$ cat src/rtl/wb_bridge_pkg.sv
// Shared encodings for the Wishbone-to-native bus bridge: FSM states,
// access-size codes and region decode constants.
package wb_bridge_pkg;

  typedef enum logic [1:0] {
    ST_IDLE = 2'd0,
    ST_REQ  = 2'd1,
    ST_ACK  = 2'd2,
    ST_ERR  = 2'd3
  } state_e;

  localparam logic [1:0] HB_BYTE = 2'b00;
  localparam logic [1:0] HB_HALF = 2'b01;
  localparam logic [1:0] HB_WORD = 2'b10;

  localparam int CE_W = 8;

  localparam logic [3:0] REGION_FIRST = 4'h8;
  localparam logic [3:0] REGION_LAST  = 4'hC;

endpackage

$ cat src/rtl/wb_bridge_decode.sv
// Combinational decode of a Wishbone request: region nibble to one-hot chip
// enable, byte-lane select to access size and lane offset.
module wb_bridge_decode
  import wb_bridge_pkg::*;
(
  input  logic [3:0]      region_i,
  input  logic [3:0]      sel_i,
  output logic [CE_W-1:0] ce_o,
  output logic [1:0]      hb_o,
  output logic [1:0]      off_o,
  output logic            illegal_o
);

  logic [3:0] region_idx;
  logic       region_ok;

  assign region_idx = region_i - REGION_FIRST;
  assign region_ok  = (region_i >= REGION_FIRST) && (region_i <= REGION_LAST);

  always_comb begin
    ce_o      = '0;
    hb_o      = HB_WORD;
    off_o     = 2'd0;
    illegal_o = 1'b0;

    if (region_ok) begin
      ce_o = {{(CE_W-1){1'b0}}, 1'b1} << region_idx;
    end else begin
      illegal_o = 1'b1;
    end

    case (sel_i)
      4'b0001: begin hb_o = HB_BYTE; off_o = 2'd0; end
      4'b0010: begin hb_o = HB_BYTE; off_o = 2'd1; end
      4'b0100: begin hb_o = HB_BYTE; off_o = 2'd2; end
      4'b1000: begin hb_o = HB_BYTE; off_o = 2'd3; end
      4'b0011: begin hb_o = HB_HALF; off_o = 2'd0; end
      4'b1100: begin hb_o = HB_HALF; off_o = 2'd2; end
      4'b1111: begin hb_o = HB_WORD; off_o = 2'd0; end
      default: illegal_o = 1'b1;
    endcase
  end

endmodule

$ cat src/rtl/wb_bus_bridge.sv
// Wishbone slave to native request/grant bus bridge: one outstanding
// transfer, lane alignment in both directions, grant timeout and CYC abort.
module wb_bus_bridge
  import wb_bridge_pkg::*;
#(
  parameter int DATA_WIDTH = 32,
  parameter int ADDR_WIDTH = 32,
  parameter int TIMEOUT    = 16
) (
  input  logic                  i_CLK,
  input  logic                  i_RST,
  input  logic [ADDR_WIDTH-1:0] i_WB_ADDR,
  input  logic [DATA_WIDTH-1:0] i_WB_DATA,
  input  logic                  i_WB_WE,
  input  logic [3:0]            i_WB_SEL,
  input  logic                  i_WB_STB,
  input  logic                  i_WB_CYC,
  output logic [DATA_WIDTH-1:0] o_WB_DATA,
  output logic                  o_WB_ACK,
  output logic                  o_WB_ERR,
  output logic [ADDR_WIDTH-1:0] o_BUS_ADDR,
  output logic [DATA_WIDTH-1:0] o_BUS_WDATA,
  output logic                  o_BUS_WE,
  output logic                  o_BUS_RE,
  output logic [1:0]            o_BUS_HB,
  output logic                  o_BUS_REQ,
  output logic [CE_W-1:0]       o_BUS_CE,
  input  logic [DATA_WIDTH-1:0] i_BUS_RDATA,
  input  logic                  i_BUS_GNT,
  output logic                  o_BUSY
);

  state_e                state_q, state_d;
  logic [7:0]            cnt_q, cnt_d;
  logic [ADDR_WIDTH-1:0] addr_q, addr_d;
  logic [DATA_WIDTH-1:0] wdata_q, wdata_d;
  logic [DATA_WIDTH-1:0] rdata_q, rdata_d;
  logic                  we_q, we_d;
  logic [1:0]            hb_q, hb_d;
  logic [1:0]            off_q, off_d;
  logic [CE_W-1:0]       ce_q, ce_d;

  logic [CE_W-1:0]       dec_ce;
  logic [1:0]            dec_hb;
  logic [1:0]            dec_off;
  logic                  dec_illegal;
  logic                  wb_req;
  logic                  unused_addr_lsb;

  assign wb_req          = i_WB_CYC & i_WB_STB;
  assign unused_addr_lsb = ^i_WB_ADDR[1:0];

  wb_bridge_decode u_decode (
    .region_i  (i_WB_ADDR[ADDR_WIDTH-1 -: 4]),
    .sel_i     (i_WB_SEL),
    .ce_o      (dec_ce),
    .hb_o      (dec_hb),
    .off_o     (dec_off),
    .illegal_o (dec_illegal)
  );

  function automatic logic [DATA_WIDTH-1:0] size_mask(input logic [1:0] hb);
    case (hb)
      HB_BYTE: return {{(DATA_WIDTH-8){1'b0}}, 8'hFF};
      HB_HALF: return {{(DATA_WIDTH-16){1'b0}}, 16'hFFFF};
      default: return '1;
    endcase
  endfunction

  always_ff @(posedge i_CLK) begin
    if (i_RST) begin
      state_q <= ST_IDLE;
      cnt_q   <= 8'd0;
    end else begin
      state_q <= state_d;
      cnt_q   <= cnt_d;
    end
  end

  // Dropping CYC wins over a same-cycle grant; the grant wins over timeout.
  always_comb begin
    state_d = state_q;
    cnt_d   = cnt_q;
    case (state_q)
      ST_IDLE: begin
        if (wb_req) begin
          state_d = dec_illegal ? ST_ERR : ST_REQ;
          cnt_d   = 8'd0;
        end
      end
      ST_REQ: begin
        if (!i_WB_CYC) begin
          state_d = ST_IDLE;
        end else if (i_BUS_GNT) begin
          state_d = ST_ACK;
        end else if (cnt_q == 8'(TIMEOUT - 1)) begin
          state_d = ST_ERR;
        end else begin
          cnt_d = cnt_q + 8'd1;
        end
      end
      ST_ACK:  state_d = ST_IDLE;
      ST_ERR:  state_d = ST_IDLE;
      default: state_d = ST_IDLE;
    endcase
  end

  always_comb begin
    o_BUS_REQ = (state_q == ST_REQ);
    o_BUS_WE  = (state_q == ST_REQ) &&  we_q;
    o_BUS_RE  = (state_q == ST_REQ) && !we_q;
    o_BUS_CE  = (state_q == ST_REQ) ? ce_q : '0;
    o_WB_ACK  = (state_q == ST_ACK);
    o_WB_ERR  = (state_q == ST_ERR);
    o_BUSY    = (state_q != ST_IDLE);
  end

  // Native address carries the region index in its top nibble.
  always_comb begin
    addr_d  = addr_q;
    wdata_d = wdata_q;
    rdata_d = rdata_q;
    we_d    = we_q;
    hb_d    = hb_q;
    off_d   = off_q;
    ce_d    = ce_q;
    if (state_q == ST_IDLE && wb_req && !dec_illegal) begin
      addr_d  = {1'b0, i_WB_ADDR[ADDR_WIDTH-2 -: 3], i_WB_ADDR[ADDR_WIDTH-5:2], dec_off};
      wdata_d = (i_WB_DATA >> {dec_off, 3'b000}) & size_mask(dec_hb);
      we_d    = i_WB_WE;
      hb_d    = dec_hb;
      off_d   = dec_off;
      ce_d    = dec_ce;
    end
    if (state_q == ST_REQ && i_WB_CYC && i_BUS_GNT && !we_q) begin
      rdata_d = i_BUS_RDATA << {off_q, 3'b000};
    end
  end

  always_ff @(posedge i_CLK) begin
    if (i_RST) begin
      addr_q  <= '0;
      wdata_q <= '0;
      rdata_q <= '0;
      we_q    <= 1'b0;
      hb_q    <= 2'b00;
      off_q   <= 2'd0;
      ce_q    <= '0;
    end else begin
      addr_q  <= addr_d;
      wdata_q <= wdata_d;
      rdata_q <= rdata_d;
      we_q    <= we_d;
      hb_q    <= hb_d;
      off_q   <= off_d;
      ce_q    <= ce_d;
    end
  end

  assign o_BUS_ADDR  = addr_q;
  assign o_BUS_WDATA = wdata_q;
  assign o_BUS_HB    = hb_q;
  assign o_WB_DATA   = rdata_q;

endmodule

$ cat config.mk
export PLATFORM = sky130hd
export DESIGN_NAME = wb_bus_bridge
export DESIGN_NICKNAME = d
export VERILOG_FILES = /design/src/rtl/wb_bridge_pkg.sv /design/src/rtl/wb_bridge_decode.sv /design/src/rtl/wb_bus_bridge.sv
export SDC_FILE = /design/constraint.sdc
export NUM_CORES = 1
export LEC_CHECK = 0
export CAP_MARGIN = 40
export CORE_MARGIN = 4
export CORE_UTILIZATION = 42
export CTS_CLUSTER_DIAMETER = 150
export DETAILED_ROUTE_END_ITERATION = 10
export DONT_BUFFER_PORTS = 1
export GPL_TIMING_DRIVEN = 0
export SYNTH_ARGS = -nofsm -noshare
export SYNTH_HDL_FRONTEND = slang
export SYNTH_SLANG_ARGS = --single-unit
$ cat constraint.sdc
create_clock -name i_CLK -period 5.5 [get_ports i_CLK]
set_input_delay 1.1 -clock i_CLK [delete_from_list [all_inputs] [get_ports i_CLK]]
set_output_delay 1.1 -clock i_CLK [all_outputs]
set_load 0.01 [all_outputs]
---- Yosys cells after proc, flatten, opt, wreduce, memory -nomap -nowiden ----
Cells that the tools add are included.
word-level totals
  register bits after elaboration ......... 118
  input bits .............................. 106
  output and inout port bits .............. 112
  logic and storage cells ................. 75
operators by class
  add/subtract/negate cells ............... 2
  $lt $le $gt $ge ......................... 2
  equal/unequal tests ..................... 17
  shifts and indexed selects .............. 3
  mux-type cells .......................... 19
  bitwise logic cells ..................... 2
  reductions and logical operators ........ 21
operators with widths
  kind                                                               number
  32-bit case mux with 2 select lines                                1
  8-bit two-way mux                                                  6
  32-bit bitwise AND                                                 1
  32-bit two-way mux                                                 1
  32-bit by 5-bit left shift with 32-bit output                      1
  32-bit by 5-bit right shift with 32-bit output                     1
  8-bit case mux with 2 select lines                                 1
  4-bit == test, second input constant                               3
  2-bit case mux with 3 select lines                                 2
  2-bit two-way mux                                                  5
  8-bit by 1-bit adder with 8-bit output, second input constant      1
  4-bit by 2-bit == test with 1-bit output, second input constant    2
  8-bit by 4-bit == test with 1-bit output, second input constant    1
  1-bit logical AND                                                  8
  2-bit != test, second input constant                               4
  1-bit by 4-bit left shift with 8-bit output, first input constant  1
  7-bit OR reduction                                                 1
  2-bit OR reduction                                                 3
  5-bit AND reduction                                                1
  2-bit by 1-bit == test with 1-bit output, second input constant    2
  2-bit == test, second input constant                               2
  4-bit by 1-bit == test with 1-bit output, second input constant    1
  4-bit by 3-bit == test with 1-bit output, second input constant    1
  4-bit greater-or-equal comparator, second input constant           1
  other kinds (11)                                                   15

---- Logic depth before layout (Yosys ltp) ----
  depth in word-level cells ............... 8
  mapped depth ............................ 9

---- Modules after synthesis ----
A second synthesis with hierarchy kept.
second synthesis, totals
  cell total of the unflattened synthesis .. 659
  area, all modules ....................... 5365.1 sq um
modules (own cells, without submodules)
  module            times used  cells an instance  area each (sq um)  sequential area each (sq um)
  wb_bus_bridge     1           635                5192.5             2322.2
  wb_bridge_decode  1           24                 172.7              0.0

---- Worst setup path before layout ----
Ideal clock, no wire load.
  path kind ............................... in2reg
  from .................................... input i_WB_SEL[3]
  to ...................................... register wdata_q[7] (netlist: o_BUS_WDATA[7])
  data arrival time ....................... 2.694 ns
  required time ........................... 5.368 ns
  slack ................................... 2.674 ns
  stages .................................. 7
  path buffers ............................ 2
  cell sequence ........................... buf_4 -> xnor2_1 -> nor3_2 -> buf_6 -> mux4_2 -> nand2_1 -> a21oi_1
on the way
  longest elaborated chain between the ends .. 5
ends and longest elaborated chain
  what                                                                                      RTL line                                    RTL
  start, declared                                                                           wb_bus_bridge.sv:15                         input logic [3:0] i_WB_SEL,
  4-bit by 3-bit == test with 1-bit output (tied with other cells)                          wb_bridge_decode.sv:32                      case (sel_i)
  2-bit OR reduction (no line) / 7-bit OR reduction (equally long branches)                 -
  2-bit case mux with 3 select lines / 1-bit two-way mux (equally long branches)            wb_bridge_decode.sv:32
  32-bit by 5-bit right shift with 32-bit output / 1-bit zero test (equally long branches)  wb_bus_bridge.sv:129, wb_bus_bridge.sv:127
  32-bit bitwise AND / 1-bit logical AND (equally long branches)                            wb_bus_bridge.sv:129, wb_bus_bridge.sv:127
  end signal, assigned                                                                      wb_bus_bridge.sv:151                        wdata_q <= wdata_d;
  end, declared                                                                             wb_bus_bridge.sv:36                         logic [DATA_WIDTH-1:0] wdata_q, wdata_d;
Parallel ways exist; a longest one is shown, timed or not.
A chain may end at the register's enable or synchronous reset.

---- Final worst setup path ----
  from .................................... register state_q[0]
  to ...................................... output o_BUS_CE[2]
on the way
  longest elaborated chain between the ends .. 2
ends and longest elaborated chain
  what                                      RTL line              RTL
  start, declared                           wb_bus_bridge.sv:33   state_e state_q, state_d;
  start signal, assigned                    wb_bus_bridge.sv:75   state_q <= state_d;
  2-bit by 1-bit == test with 1-bit output  -
  via o_BUS_REQ                             wb_bus_bridge.sv:26   output logic o_BUS_REQ,
  8-bit two-way mux                         wb_bus_bridge.sv:112  o_BUS_CE = (state_q == ST_REQ) ? ce_q : '0;
  end, declared                             wb_bus_bridge.sv:27   output logic [CE_W-1:0] o_BUS_CE,
The timed path passes the listed nets, and every way through them passes these cells.

==> results.md <==
* Fillers at 1166
* Synth warnings at 0
* RSZ-0062 raised after global routing: no
* Hold Path Depth at 2
* Post-synth cell types at 50
* Max-cap violations at 0
* CP startpoint kind: flop
* HP Start: ce_q[2]
* Initial Util at 43.3%
* Die Ht at 119 um
* Site Rows at 40
* CTS Hold Bufs at 0
* Met1 Usage GRT at 26.0%
* Crit share post-route at 50.5%
* Status: finished clean
* Layout Skew at 0.00608 ns
* PnR worst setup slack at 2.72 ns
* Sequential area share after synthesis at 44.5%
* DRC at 0
* Syn_area_per_cell at 8.62 um2
* Worst Path Class, Setup: reg2out
* Total grt overflow at 0
* Fin crit period at 2.78 ns
* Yosys reg bits at 116
* Total number of vias at 4552
* Tot GR Track Use at 22.2%
* Clk pwr share at 52.4%
* Max Fclk at 0.360 GHz
* Area grow syn2layout at 15.4%
* CTS tree: yes
* # nets final at 733
* Design Area, Final at 6020 um2
* Pre-CTS setup slack at 2.44 ns
* CTS resizes at 0
* Global Route met2 Usage at 34.6%
* Area contributors post-synth: dfxtp_1 (45%), a21oi_1 (7.0%), nand2_1 (6.9%), mux2i_1 (5.0%), nor2_1 (4.4%)
* Port Buffers at 0
* Max-slew headroom at 48.4%
* Die width at 119 um
* Comb pwr share at 5.7%
* Hold EP: ce_q[2]
* WP data arrival at 1.68 ns
* Pwr Density at 342 nW/um2
* Reg power frac at 41.9%
* GR Util met3 at 11.2%
* Gpl congestion at 0.864
* Vias in the first global route at 4553
* Final std cells w/o fill at 807
* Worst-Skew Late Latency at 0.41 ns
* Lkg Pwr at 2.03 nW
* Worst min-delay path category: reg2reg
* CTS root buffer: clkbuf_16
* Core Box Area at 12100 um2
* Clock slew at the register clock pins of the worst setup and hold paths at 0.05 ns
* Largest net degree at the start of global routing at 17
* Share of the synthesized area in the top cell type at 44.5%
* Top Usage Layer GRT: met2
* Final setup viols at 0
* Setup Total Neg Slack at 0 ns
* Reg-to-Reg Start: off_q[0]
* H-Tree Depth at 4
* Placed cell count at 775
* DR vias/cell at 5.64
* Register area at 2320 um2
* Crit Path Max Fanout at 10
* Drt pass-1 iters at 4
* Die area at 14300 um2
* Primary FF master, synth: dfxtp_1
* Reg-to-reg critical path endpoint: o_WB_DATA[27]
* WL/cell at 19.7 um
* Bufs on Longest Clock Path at 2
* I/O pin count at 218
* R2R depth at 7
* Reg2reg setup slack at 2.98 ns
* Post-Syn Instances at 605
* Antenna violations before repair at 0
* Utilization after layout at 49.9%
* Peak VDD IR at 0.000210 V
* # Post-CTS Setup Buffers at 0
* ANT nets after route at 0
* Worst-margin pin slew at 0.769 ns
* Async set-reset flop share out of synthesis at 0%
* Net count after synthesis at 712
* Final Hold Fails at 0
* Number of buffers created by CTS at 17
* Iter 0 DRT Violations at 277
* Cell Area, Placed at 5440 um2
* Critical Path End Type: output pin
* Fraction of layout cells with a size suffix above 1 at 10.3%
* CTS Sinks at 116
* Switching power at 0.000461 W
* Switch share at 22.4%
* Post-DP HPWL at 12.3 mm
* Slew Viols, Final at 0
* Number of synthesized flops with an enable pin at 0
* Int Pwr at 0.00160 W
* Area leader, netlist: dfxtp_1
* Crit path required time at 4.40 ns
* First-pass GRT wire length at 24.8 mm
* ANT cells at 0
* Multi-input gate area at 2640 um2
* Total wire length at 15.9 mm
* Synthesized area at 5220 um2
-- Yosys cell counts (4+ instances only) --
library cell	count
nor3_1	18
o2bb2ai_1	8
dfxtp_1	116
a22o_1	8
a21oi_1	73
a22oi_1	16
nand2_1	96
nor2b_1	13
nor2_1	61
xor2_1	5
mux2i_1	26
a211oi_1	25
mux4_1	4
o21ai_0	8
mux2_2	8
mux4_2	4
nand3_1	9
buf_6	4
and2_1	14
buf_2	10
clkbuf_1	33
-- critical path, cell delays in order, from the launching register on --
cell and delay [ns]:
dfxtp_1 0.32, buf_6 0.13, nor2b_1 0.13, clkbuf_1 0.41, and2_1 0.28
-- state kept, by name, indices dropped and copies added, names as in the netlist --
register and count:
off_q 1, state_q 2, we_q 1, cnt_q 8, o_BUS_HB 2, o_BUS_ADDR 30
o_WB_DATA 32, ce_q 8, o_BUS_WDATA 32
-- per-layer routing --
metal | share of wire [%] | vias to the layer above
li1 | - | 2177
met1 | 40 | 2163
met2 | 47 | 187
met3 | 11 | 25
met4 | 2.0 | 0
met5 | 0 | -
-- layout make-up --
type	count	share of cell area (%)
multi-input combinational	435	43.8
sequential	116	38.6
clock buffer	23	7.94
buffer	53	4.20
tap	168	3.49
clock inverter	9	1.70
timing repair buffer	2	0.249
inverter	1	0.0623
-- placed cells by master (no fill, tap or decap), types with 5 or more instances in the layout --
| cell type | Yosys | layout |
|---|---|---|
| a22o_1 | 8 | 8 |
| o21ai_0 | 8 | 8 |
| clkbuf_16 | 0 | 17 |
| clkbuf_1 | 33 | 36 |
| xor2_1 | 5 | 5 |
| nand2_1 | 96 | 96 |
| nor2b_1 | 13 | 13 |
| mux2_2 | 8 | 8 |
| nand3_1 | 9 | 9 |
| nor3_1 | 18 | 18 |
| o2bb2ai_1 | 8 | 8 |
| mux2i_1 | 26 | 26 |
| dfxtp_1 | 116 | 116 |
| a22oi_1 | 16 | 16 |
| and2_1 | 14 | 14 |
| a21oi_1 | 73 | 73 |
| a211oi_1 | 25 | 25 |
| buf_4 | 3 | 5 |
| buf_2 | 10 | 10 |
| nor2_1 | 61 | 61 |
-- power by group through the flow --
stage          Sequential [W]  Combinational (W)  Clock [W]
2_1_floorplan        0.000878          0.0000915          0
3_3_place_gp         0.000881           0.000113          0
3_5_place_dp         0.000881           0.000117          0
4_1_cts              0.000864           0.000117    0.00109
5_1_grt              0.000864           0.000129    0.00114
6_report             0.000864           0.000117    0.00108
-- through the flow --
| step | hold WS, ns | power [W] |
|---|---|---|
| floorplan | 0.421 | 0.000970 |
| global placement | 0.437 | 0.000994 |
| detailed placement | 0.439 | 0.000998 |
| CTS | 0.446 | 0.00207 |
| global route | 0.472 | 0.00214 |
| finish | 0.445 | 0.00206 |
-- worst max path at each step --
stage	start	endpoint	depth (start not counted)	slack [ns]
6_report	state_q[0]	o_BUS_CE[2]	4	2.72
5_1_grt	state_q[0]	o_BUS_CE[2]	4	2.57
4_1_cts	state_q[0]	o_BUS_CE[2]	4	2.68
3_5_place_dp	i_WB_SEL[3]	o_BUS_WDATA[14]	9	2.44
3_3_place_gp	i_WB_SEL[0]	o_BUS_WDATA[7]	6	2.19
2_1_floorplan	i_WB_SEL[3]	o_BUS_WDATA[7]	7	2.67
-- cell families (layout without fill, tap and decap cells) --
logic type               Yosys count  count (layout)  synth area share [%]
AO/OA/AOI/OAI                    148             148                  17.8
buffers and inverters             54              88                  4.92
adder cells (fa/ha/maj)            1               1                 0.240
XOR/XNOR                           7               7                  1.18
flip-flops                       116             116                  44.5
other                              1               1                0.0719
multiplexers                      42              42                  10.5
AND/OR/NAND/NOR                  236             236                  20.8
Power figures use the tool's default switching activity.
